$ cat config.mk
export PLATFORM = sky130hd
export DESIGN_NAME = interrupt_ack_controller
export DESIGN_NICKNAME = d
export VERILOG_FILES = /design/src/rtl/interrupt_ack_controller.sv
export SDC_FILE = /design/constraint.sdc
export NUM_CORES = 1
export LEC_CHECK = 0
export BUFFER_PORTS_ARGS = -buffer_cell sky130_fd_sc_hd__buf_2
export CAP_MARGIN = 10
export CORE_MARGIN = 5
export CORE_UTILIZATION = 35
export CTS_CLUSTER_DIAMETER = 80
export DETAILED_ROUTE_END_ITERATION = 10
export PLACE_DENSITY = 0.63
export SLEW_MARGIN = 20
export SYNTH_ARGS = -nofsm -noshare
export SYNTH_HDL_FRONTEND = slang
export SYNTH_SLANG_ARGS = --single-unit
$ cat constraint.sdc
create_clock -name clk -period 1.8 [get_ports clk]
set_input_delay 0.09 -clock clk [delete_from_list [all_inputs] [get_ports clk]]
set_output_delay 0.09 -clock clk [all_outputs]
set_load 0.05 [all_outputs]
$ cat src/rtl/interrupt_ack_controller.sv
// Interrupt acknowledge controller: mask + priority resolution against the ISR,
// INT generation, two-pulse 8086 INTA sequence with vector drive, and EOI handling.
// Latency: INT one cycle after eligibility changes; vector on the bus one cycle after second INTA fall.
// Backpressure: none; the sequence advances only on INTA edges, and EOI pulses are applied immediately.
//
// Ports:
//   clk, reset             system clock, asynchronous active-high reset
//   interruptRequest       pending lines from the request register
//   interruptMask          1 = line masked
//   vectorBase             vector bits T7..T3
//   autoEOI                clear the ISR bit automatically at the end of the second INTA
//   nonSpecificEOI         clear the highest-priority ISR bit (one-cycle pulse)
//   specificEOI/eoiLevel   clear ISR[eoiLevel] (one-cycle pulse, wins over non-specific)
//   intaN                  INTA level, active-low, synchronous to clk
//   INT                    interrupt request to the CPU
//   clearInterruptRequest  one-hot, one-cycle clear back to the request register
//   inService              ISR contents
//   dataOut/dataOutEnable  vector byte and its bus drive enable
//
// Optional build macro INTERRUPT_ACK_ROTATE_PRIORITY_EN adds the rotateOnEOI input and a
// lowest-priority register so priority rotates on EOI; without it IR0 is always highest.

module interrupt_ack_controller #(
    parameter int NUM_IRQ        = 8,
    parameter int SPURIOUS_LEVEL = 7
) (
    input  logic       clk,
    input  logic       reset,
    input  logic [7:0] interruptRequest,
    input  logic [7:0] interruptMask,
    input  logic [4:0] vectorBase,
    input  logic       autoEOI,
    input  logic       nonSpecificEOI,
    input  logic       specificEOI,
    input  logic [2:0] eoiLevel,
`ifdef INTERRUPT_ACK_ROTATE_PRIORITY_EN
    input  logic       rotateOnEOI,
`endif
    input  logic       intaN,
    output logic       INT,
    output logic [7:0] clearInterruptRequest,
    output logic [7:0] inService,
    output logic [7:0] dataOut,
    output logic       dataOutEnable
);

    // The encoding below is hard-wired for eight lines.
    if (NUM_IRQ != 8) begin : g_num_irq_check
        $error("interrupt_ack_controller: NUM_IRQ must be 8");
    end

    localparam logic [2:0] SPUR_LVL = 3'(SPURIOUS_LEVEL);

    typedef enum logic [1:0] {
        IDLE   = 2'd0,
        ACK1   = 2'd1,
        WAIT2  = 2'd2,
        VECTOR = 2'd3
    } state_t;

    state_t     state_q;
    logic       prev_inta_q;
    logic       int_q;
    logic [7:0] clr_q;
    logic [7:0] isr_q, isr_d;
    logic [7:0] dout_q;
    logic       oe_q;
    logic [2:0] sel_q;
    logic       spurious_q;

    // Rotate a vector so that index 0 is the current highest-priority level.
    function automatic logic [7:0] rotate_vec(input logic [7:0] v, input logic [2:0] b);
        logic [7:0] r;
        for (int i = 0; i < 8; i++) begin
            r[i] = v[3'(b + 3'(i))];
        end
        return r;
    endfunction

    // Index of the lowest set bit (0 when the vector is empty; callers check for that).
    function automatic logic [2:0] first_set(input logic [7:0] v);
        logic [2:0] idx;
        idx = 3'd0;
        for (int i = 7; i >= 0; i--) begin
            if (v[i]) idx = 3'(i);
        end
        return idx;
    endfunction

    logic [2:0] base;       // level with the highest priority
    logic [7:0] pending, pend_rot, isr_rot;
    logic [2:0] pend_idx, isr_idx, cand, isr_top;
    logic       pend_any, isr_any, eligible;
    logic       fall_inta, rise_inta, auto_clear;

`ifdef INTERRUPT_ACK_ROTATE_PRIORITY_EN
    logic [2:0] lowest_q, lowest_d;
    assign base = lowest_q + 3'd1;
`else
    assign base = 3'd0;
`endif

    assign pending   = interruptRequest & ~interruptMask;
    assign pend_rot  = rotate_vec(pending, base);
    assign isr_rot   = rotate_vec(isr_q, base);
    assign pend_idx  = first_set(pend_rot);
    assign isr_idx   = first_set(isr_rot);
    assign pend_any  = |pending;
    assign isr_any   = |isr_q;
    assign cand      = base + pend_idx;
    assign isr_top   = base + isr_idx;
    // Fully nested: any in-service level at or above the candidate blocks it.
    assign eligible  = pend_any && (!isr_any || (pend_idx < isr_idx));

    assign fall_inta = prev_inta_q & ~intaN;
    assign rise_inta = ~prev_inta_q & intaN;
    assign auto_clear = (state_q == VECTOR) && rise_inta && autoEOI && !spurious_q;

    // ISR next state: all clears first, then the acknowledge set, so a freshly
    // acknowledged level is never lost to a coincident EOI.
    always_comb begin
        isr_d = isr_q;
        if (specificEOI) begin
            isr_d[eoiLevel] = 1'b0;
        end else if (nonSpecificEOI && isr_any) begin
            isr_d[isr_top] = 1'b0;
        end
        if (auto_clear) begin
            isr_d[sel_q] = 1'b0;
        end
        if ((state_q == IDLE) && fall_inta && int_q) begin
            isr_d[cand] = 1'b1;
        end
    end

`ifdef INTERRUPT_ACK_ROTATE_PRIORITY_EN
    always_comb begin
        lowest_d = lowest_q;
        if (rotateOnEOI && nonSpecificEOI && !specificEOI && isr_any) begin
            lowest_d = isr_top;
        end
        if (rotateOnEOI && auto_clear) begin
            lowest_d = sel_q;
        end
    end

    always_ff @(posedge clk or posedge reset) begin
        if (reset) lowest_q <= 3'd7;
        else       lowest_q <= lowest_d;
    end
`endif

    always_ff @(posedge clk or posedge reset) begin
        if (reset) begin
            state_q     <= IDLE;
            prev_inta_q <= 1'b1;
            int_q       <= 1'b0;
            clr_q       <= 8'h00;
            isr_q       <= 8'h00;
            dout_q      <= 8'h00;
            oe_q        <= 1'b0;
            sel_q       <= 3'd0;
            spurious_q  <= 1'b0;
        end else begin
            prev_inta_q <= intaN;
            isr_q       <= isr_d;
            clr_q       <= 8'h00;
            case (state_q)
                IDLE: begin
                    if (fall_inta) begin
                        state_q <= ACK1;
                        int_q   <= 1'b0;
                        if (int_q) begin
                            sel_q      <= cand;
                            clr_q      <= 8'b1 << cand;
                            spurious_q <= 1'b0;
                        end else begin
                            sel_q      <= SPUR_LVL;
                            spurious_q <= 1'b1;
                        end
                    end else begin
                        int_q <= eligible;
                    end
                end
                ACK1: begin
                    int_q <= 1'b0;
                    oe_q  <= 1'b0;
                    if (rise_inta) state_q <= WAIT2;
                end
                WAIT2: begin
                    int_q <= 1'b0;
                    if (fall_inta) begin
                        state_q <= VECTOR;
                        dout_q  <= {vectorBase, sel_q};
                        oe_q    <= 1'b1;
                    end
                end
                VECTOR: begin
                    int_q <= 1'b0;
                    if (rise_inta) begin
                        oe_q    <= 1'b0;
                        state_q <= IDLE;
                    end
                end
                default: begin
                    int_q   <= 1'b0;
                    state_q <= IDLE;
                end
            endcase
        end
    end

    assign INT                   = int_q;
    assign clearInterruptRequest = clr_q;
    assign inService             = isr_q;
    assign dataOut               = dout_q;
    assign dataOutEnable         = oe_q;

endmodule
# Word level (Yosys, flattened, before mapping)
# Cells that the tools add are included.
# W data, S select, Z words.
[op_classes] n_addsub=0 mul=0 div=0 magnitude_cmp=9 eq_ne=7 shifts=1 muxes=43 bitwise_logic=13 reduce_logical=23
[ops] operator="$mux W8" n=7
[ops] operator="$mux W3" n=17
[ops] operator="$and A8 B8 Y8" n=4
[ops] operator="$not A8 Y8" n=4
[ops] operator="$lt A3 B4 Y1 const B" n=4
[ops] operator="$reduce_or A8 Y1" n=2
[ops] operator="$demux W1 S3" n=4
[ops] operator="$ge A3 B1 Y1 const B" n=4
[ops] operator="$logic_and A1 B1 Y1" n=11
[ops] operator="$mux W1" n=8
[ops] operator="$mux W2" n=4
[ops] operator="$ne A2 B2 Y1 const B" n=4
[ops] operator="$or A8 B8 Y8" n=1
[ops] operator="$pmux W2 S4" n=1
[ops] operator="$shl A1 B3 Y8 const A" n=1
[ops] operator="$eq A2 B2 Y1 const B" n=2
[ops] operator="$reduce_and A2 Y1" n=2
[ops] operator="$reduce_and A4 Y1" n=1
[ops] operator="$lt A3 B3 Y1" n=1
[ops] operator="$pmux W1 S3" n=1
[ops] operator="$reduce_and A3 Y1" n=1
[ops] operator="$reduce_bool A3 Y1" n=1
[ops] operator="$reduce_or A3 Y1" n=1
[ops] operator="$and A1 B1 Y1" n=2
[ops] operator="other kinds (6)" n=8
[word_totals] register_bits=33 latchBits=0 ram_bits=0 rom_bits=0 in_bits=30 elab_cells=105 n_memories=0

# Logic depth before layout (Yosys ltp)
# Gate-level depths: netlist of run 1.
[depth] word_depth=20 mapped_depth=8

# Worst setup path before layout of run 1
# OpenSTA, ideal clock, no wires.
[synth_path] path_type="register to register" startpoint="register isr_q[0], in the netlist inService[0]" endpoint="register int_q, in the netlist INT" setup_time_ps=94 t_arrival_ps=2135 required_time_ps=1706 slack_ps=-429 path_stages_with_launch=7 path_buffers=0 synth_period_minus_slack_ps=2229 cell_sequence="dfrtp_1 nor4_1 nand2b_1 ha_1 a2111oi_0 a221oi_1 a211oi_1"
[synth_via] elab_chain_len=6 elab_cells_between_ends=8 cone_classes="1 x order compare; 3 x mux; 4 x reduce/logical"
[synth_rtl] item="start, declared" line_no="65" rtl="logic [7:0] isr_q, isr_d;"
[synth_rtl] item="start signal, assigned" line_no="166" rtl="isr_q <= isr_d;"
[synth_rtl] item="$mux W3 / $reduce_or A8 Y1 (equally long branches)" line_no="85, 109"
[synth_rtl] item="$lt A3 B3 Y1 / $logic_not A1 Y1 (equally long branches)" line_no="113" rtl="assign eligible = pend_any && (!isr_any || (pend_idx < isr_idx));"
[synth_rtl] item="$logic_or A1 B1 Y1 *" line_no="113"
[synth_rtl] item="$logic_and A1 B1 Y1 *" line_no="113"
[synth_rtl] item="$mux W1 *" line_no="170" rtl="if (fall_inta) begin"
[synth_rtl] item="$pmux W1 S2 *" line_no="168" rtl="case (state_q)"
[synth_rtl] item="end signal, assigned" line_no="182" rtl="int_q <= eligible;"
[synth_rtl] item="end, declared" line_no="63" rtl="logic int_q;"
# Every way passes the cells marked *; elsewhere a longest branch is shown, timed or not.
# A chain may end at the register's enable or synchronous reset.

# Worst setup path in the final report of run 1
# Same ends and word-level chain as after synthesis.

==> flow_summary.yaml, run 1 <==
routing:
  ant_nets: 0
  detail_route.drc_violations: 0
  drt-total-wl_um: 4710
  post_drt_via_cell_ratio: 5.12
  drt_pass1_iterations: 4
  count_of_vias_placed_by_the_detailed_router: 1714
  routed_wire_length_per_instance_um: 14.1
  drt_first_iter_violations: 88
layout:
  finish.net_count: 300
  final_layout_size_suffix_gt1_share_pct: 46.4
  final_core_utilization_pct: 50.3
  fillers: 492
  multi_input_area_mm2: 0.00101
  area_growth_pct: 41.7
  antenna_cells_inserted: 0
  sequential_cell_area_um2: 837
cts:
  ctsRootBufferMaster: "sky130_fd_sc_hd__clkbuf_8"
  clkSlewWorstSetupHoldPaths_ns: 0.07
  clk-insertion-delay-late_ns: 0.28
  max-clock-path-buffers: 2
  tritoncts: "done"
  cts.sink_count: 33
  numCtsBuffers: 5
  htree_levels: 2
synth:
  ys_async_sr_fraction_pct: 100
  yosysMostFrequentCell: "sky130_fd_sc_hd__dfrtp_1"
  synthesis.area_mm2: 0.00178
  yosys_register_bits: 33
  ys_top_cells_by_area: "sky130_fd_sc_hd__dfrtp_1, sky130_fd_sc_hd__mux2_2, sky130_fd_sc_hd__nand2b_1"
  synth-edff-count: 0
  netlist.top_cell.by_area: "sky130_fd_sc_hd__dfrtp_1"
  synth_top_area_share_pct: 45.0
  netlist-cell-type-count: 43
  synth_commonest_cells: "sky130_fd_sc_hd__dfrtp_1, sky130_fd_sc_hd__nor2_1, sky130_fd_sc_hd__nand2b_1"
  synth_flop_cell: "sky130_fd_sc_hd__dfrtp_1"
  syn-instance-count: 176
  part_of_the_yosys_area_used_for_sequential_elements_pct: 46.5
  yosys_warning_total: 0
  synth_area_per_cell_um2: 10.1
  net_count_of_the_mapped_netlist: 212
place:
  place_congestion: 0.887
  dpl.hpwl_um: 3520
  io_buffer_count: 55
timing:
  clock-skew-final_ns: 0.00537
  fin_ws_ns: -0.0628
  worst_slew_pin_slew_ns: 0.953
  rsz0062_at_grt: "yes"
  fmax_ghz: 0.537
  final-hold-violation-count: 0
  drv_slew: 0
  final_min_period_over_clock_period_pct: 103
  setup_viol: 1
  timing.final.crit_period_ns: 1.86
  slew_headroom_pct: 36.2
global_route:
  grt_start_max_net_pins: 34
  first_pass_grt_wire_length_um: 7920
  globalRoute.totalOverflow: 0
  grt_antenna_before_repair: 0
  grt_util_all_layers_pct: 15.5
  first_global_vias: 1732
floorplanning:
  fp.dieH_um: 81.3
  design.portCount: 56
  die_area_mm2: 0.00661
  start_util_pct: 35.5
  design.core.area_mm2: 0.00501
  fp.dieW_um: 81.3
  std_cell_rows: 26
worst_setup_path:
  cp.arrival_ns: 2.06
  endpoint_kind: "flop"
  critPathRequiredTime_ns: 1.99
  critical_path.max_fanout: 3
  worstSetupStartpointType: "flop"
  reg2reg_slack_ns: -0.06
  timing.setup.critical_path_class: "flop to flop"
power_and_ir_drop:
  total_leakage_power_nw: 1.18
  irDropWorstVdd_uv: 408
  total_power_mw: 2.95
  powerDensity_mw_per_mm2: 1170
run:
  drv_cap: 0
hold_path:
  hold_removal_path_class: "primary input to flop"
run_status:
  status: "finished, violations left"
  failed_checks: "negative setup slack"
-- layout by cell type, fill, tap and decap left out, types with 6 or more instances in the layout --
cell,count
sky130_fd_sc_hd__buf_2,55
sky130_fd_sc_hd__dfrtp_2,8
sky130_fd_sc_hd__buf_4,25
sky130_fd_sc_hd__nand2_1,11
sky130_fd_sc_hd__nand2b_1,14
sky130_fd_sc_hd__nor2_1,13
sky130_fd_sc_hd__a21oi_1,6
sky130_fd_sc_hd__dfrtp_1,24
sky130_fd_sc_hd__mux2_2,8
sky130_fd_sc_hd__nor2b_1,8
-- repair_timing --
action / 4_1_cts / 5_1_grt
hold endpoints to repair: 33 / 0
cloned: 0 / 0
buffers inserted: 2 / 1
pin swaps: 3 / 0
hold buffers: 2 / 0
resized for setup: 2 / 11
endpoints found under the setup margin: 4 / 8
-- cell type report --
| cell class | count | share of cell area (%) |
|---|---|---|
| multi-input combinational | 137 | 40.1 |
| clock buffer | 6 | 2.88 |
| sequential | 33 | 33.2 |
| inverter | 5 | 0.745 |
| timing repair buffer | 82 | 19.2 |
| clock inverter | 2 | 0.397 |
| tap | 70 | 3.48 |
-- report_power, final --
part,switching (mW),total (mW),internal (mW)
registers,0.147,1.07,0.919
clock network,0.265,0.532,0.268
logic,0.833,1.35,0.519
-- flip-flops by register name, summed over array words and instances (netlist names) --
name                   flops
INT                        1
clearInterruptRequest      8
dataOut                    8
dataOutEnable              1
inService                  8
prev_inta_q                1
sel_q                      3
spurious_q                 1
state_q                    2
-- through the flow --
step | setup slack, ns | hold slack (ns) | instance area (µm²) | TNS (ns) | instances
floorplan | -0.0976 | 0.0945 | 1840 | -0.206 | 176
global placement | -0.0220 | 0.202 | 2350 | -0.0324 | 322
detailed placement | -0.0673 | 0.204 | 2350 | -0.108 | 322
CTS | -0.0457 | 0.0285 | 2470 | -0.0457 | 334
global route | -0.158 | 0.0221 | 2520 | -0.212 | 335
finish | -0.0628 | 0.0332 | 2520 | -0.0628 | 335
-- per-layer routing --
metal	track usage, %	vias to the layer above	part of all wire (%)	wire, µm
met5	0	-	0	0
met4	6.76	0	2.2	104
met3	3.22	8	6.1	289
met2	25.9	53	49	2310
met1	19.1	815	43	2010
li1	-	838	-	-
-- worst max-delay path, cell delays in order, from the launching register on --
cell and delay, ns:
sky130_fd_sc_hd__dfrtp_2 0.44, sky130_fd_sc_hd__nor4_4 0.29, sky130_fd_sc_hd__nand2b_1 0.09, sky130_fd_sc_hd__ha_1 0.35
sky130_fd_sc_hd__a2111oi_4 0.30, sky130_fd_sc_hd__a221oi_1 0.12, sky130_fd_sc_hd__a211oi_1 0.18
-- worst paths after layout --
path,from,to,cells after the start
worst min-delay path,vectorBase[4],dataOut[7]$_DFFE_PP0P_,2
worst min register to register,dataOut[7]$_DFFE_PP0P_,dataOut[7]$_DFFE_PP0P_,1
min in group asynchronous,reset,dataOut[0]$_DFFE_PP0P_,4
worst max register to register,inService[0]$_DFF_PP0_,INT$_DFF_PP0_,6
worst max-delay path,inService[0]$_DFF_PP0_,INT$_DFF_PP0_,6
max in group asynchronous,reset,prev_inta_q$_DFF_PP1_,4
-- logic make-up (layout without fill, tap and decap cells) --
kind of cell	count (synthesis)	count (layout)	share of synthesized area, %
AOI/OAI and AO/OA	42	42	17.0
adders and majority gates	6	6	4.22
buffers and inverters	6	95	1.69
DFF	33	33	46.5
muxes	8	8	5.07
and+or+nand+nor	81	81	25.5
Note: power is estimated with default switching activity, not from simulation.
==> run 2, diff against run 1 <==
--- a/config.mk
+++ b/config.mk
@@ -5,13 +5,13 @@
 export SDC_FILE = /design/constraint.sdc
 export NUM_CORES = 1
 export LEC_CHECK = 0
-export BUFFER_PORTS_ARGS = -buffer_cell sky130_fd_sc_hd__buf_2
 export CAP_MARGIN = 10
 export CORE_MARGIN = 5
 export CORE_UTILIZATION = 35
-export CTS_CLUSTER_DIAMETER = 80
+export CTS_CLUSTER_DIAMETER = 100
 export DETAILED_ROUTE_END_ITERATION = 10
-export PLACE_DENSITY = 0.63
+export DONT_BUFFER_PORTS = 1
+export PLACE_DENSITY = 0.53
 export SLEW_MARGIN = 20
 export SYNTH_ARGS = -nofsm -noshare
 export SYNTH_HDL_FRONTEND = slang
==> flow_summary.yaml, run 2 (same netlist as run 1, synthesis figures left out) <==
run_status:
  status: "finished, violations left"
  failed_checks: "negative setup slack"
timing:
  drv_slew: 0
  timing.final.crit_period_ns: 1.91
  fin_ws_ns: -0.109
  clock-skew-final_ns: 0.00536
  setup_viol: 1
  fmax_ghz: 0.524
  worst_slew_pin_slew_ns: 0.590
  final.setup.tns_ns: -0.109
  final-hold-violation-count: 0
  final_min_period_over_clock_period_pct: 106
  rsz0062_at_grt: "yes"
  slew_headroom_pct: 60.6
floorplanning:
  fp.dieH_um: 81.3
  std_cell_rows: 26
  fp.dieW_um: 81.3
  design.core.area_mm2: 0.00501
  design.portCount: 56
  start_util_pct: 35.5
  die_area_mm2: 0.00661
layout:
  finish.net_count: 264
  area_growth_pct: 37.3
  final_layout_size_suffix_gt1_share_pct: 34.9
  count_of_non_filler_cells_in_the_finished_layout: 299
  design_area_mm2: 0.00244
  most_frequent_cells_in_the_layout: "sky130_fd_sc_hd__buf_4, sky130_fd_sc_hd__dfrtp_1, sky130_fd_sc_hd__nor2_1, sky130_fd_sc_hd__nand2b_1, sky130_fd_sc_hd__nand2_1"
  layout.cells.most_common: "sky130_fd_sc_hd__buf_4"
  antenna_cells_inserted: 0
  final_core_utilization_pct: 48.7
  fillers: 500
routing:
  detail_route.drc_violations: 0
  post_drt_via_cell_ratio: 5.41
  count_of_vias_placed_by_the_detailed_router: 1619
  routed_wire_length_per_instance_um: 17.4
  drt-total-wl_um: 5190
  drt_first_iter_violations: 68
  drt_pass1_iterations: 4
  ant_nets: 0
cts:
  max-clock-path-buffers: 2
  ctsRootBufferMaster: "sky130_fd_sc_hd__clkbuf_8"
  cts.sink_count: 33
  tritoncts: "done"
  numCtsBuffers: 5
  clkSlewWorstSetupHoldPaths_ns: 0.06
  htree_levels: 2
  clk-insertion-delay-late_ns: 0.28
worst_setup_path:
  endpoint_kind: "flop"
  critical_path_buffers_and_inverters: 0
  critical_path.slowest_cell: "sky130_fd_sc_hd__dfrtp_2"
  worstSetupStartpointType: "flop"
  cpPeakStageDelay_ns: 0.44
  timing.setup.critical_path_class: "flop to flop"
  critical_path.max_fanout: 3
  cp_cell_sequence: "nor4_4, nand2b_4, ha_4, a2111oi_4, a221oi_2, a211oi_1"
  critPathRequiredTime_ns: 1.98
  critPathTopFamily: "compound AO/OA/AOI/OAI gates"
  cp.arrival_ns: 2.09
power_and_ir_drop:
  p_clk_share_pct: 19.2
  total_leakage_power_nw: 1.03
  share_seq_of_total_power_pct: 49.1
  combPwrFrac_pct: 31.7
  total_power_mw: 2.92
  irDropWorstVdd_uv: 719
  cell_internal_pwr_mw: 1.69
  powerDensity_mw_per_mm2: 1200
  power.switching_fraction_pct: 42.1
  power_switching_mw: 1.23
place:
  io_buffer_count: 0
  place_inst: 275
  place_congestion: 0.893
  dpl.hpwl_um: 3730
  detailed_place.area_mm2: 0.00215
global_route:
  grt_start_max_net_pins: 21
  grt_util_all_layers_pct: 16.1
  first_pass_grt_wire_length_um: 8010
  grt_antenna_before_repair: 0
  first_global_vias: 1623
  globalRoute.totalOverflow: 0
hold_path:
  hold_removal_path_class: "primary input to flop"
run:
  drv_cap: 0
run 2: changes by cell type in the layout (fill, tap and decap cells not counted), sizes merged:
cell         change
buf             -41
dlygate4sd3      +5
clkbuf           +2
clkinv           -2
run 2: cell type report:
cell class                 instances  area (µm²)  share of cell area, %
inverter                           5        18.8                  0.769
tap                               70        87.6                   3.59
multi-input combinational        137        1030                   42.3
timing repair buffer              46         375                   15.4
clock buffer                       8        90.1                   3.69
sequential                        33         837                   34.3
run 2: repair_timing:
item                                    in CTS  in global routing
resized for setup                            0                 10
hold buffers                                 7                  0
endpoints found under the setup margin       1                  7
pin swaps                                    3                  4
hold endpoints to repair                    19                  0
buffers inserted                             7                  2
run 2: final timing paths:
path                                         from                endpoint  slack, ns  cells past startpoint
min in group asynchronous                   reset  inService[2]$_DFF_PP0_       0.32                      2
max reg2reg                inService[3]$_DFF_PP0_           INT$_DFF_PP0_      -0.11                      6
min                                   eoiLevel[1]  inService[6]$_DFF_PP0_       0.06                      3
max                        inService[3]$_DFF_PP0_           INT$_DFF_PP0_      -0.11                      6
max in group asynchronous                   reset   prev_inta_q$_DFF_PP1_       0.89                      3
min reg2reg                spurious_q$_DFFE_PP0P_  spurious_q$_DFFE_PP0P_       0.53                      1
run 2: routing by layer:
layer	GRT usage, %	vias up	routed length (µm)
met5	0	-	0
met4	4.05	0	49
met3	4.10	7	343
met2	30.5	48	2870
met1	17.7	802	1930
li1	-	762	-
run 2: metrics by stage:
step,hold slack [ns],setup WS [ns]
final,0.0551,-0.109
after detailed placement,0.0741,-0.0895
after global routing,0.0798,-0.176
after CTS,0.0431,-0.0817
after global placement,0.0700,-0.0448
after floorplan,0.0945,-0.0976
run 2: worst register-to-register path, cell delays in order, from the launching register on:
cell and delay [ns]:
sky130_fd_sc_hd__dfrtp_2 0.44, sky130_fd_sc_hd__nor4_4 0.38, sky130_fd_sc_hd__nand2b_4 0.09, sky130_fd_sc_hd__ha_4 0.26, sky130_fd_sc_hd__a2111oi_4 0.31, sky130_fd_sc_hd__a221oi_2 0.10, sky130_fd_sc_hd__a211oi_1 0.24
run 2: power groups by stage:
stage / Sequential [mW] / Clock [mW] / Combinational, mW
after floorplan: 1.45 / 0 / 0.527
after global placement: 1.44 / 0 / 0.791
after detailed placement: 1.45 / 0 / 0.826
after CTS: 1.43 / 0.574 / 0.864
after global routing: 1.46 / 0.611 / 1.02
final: 1.43 / 0.561 / 0.926
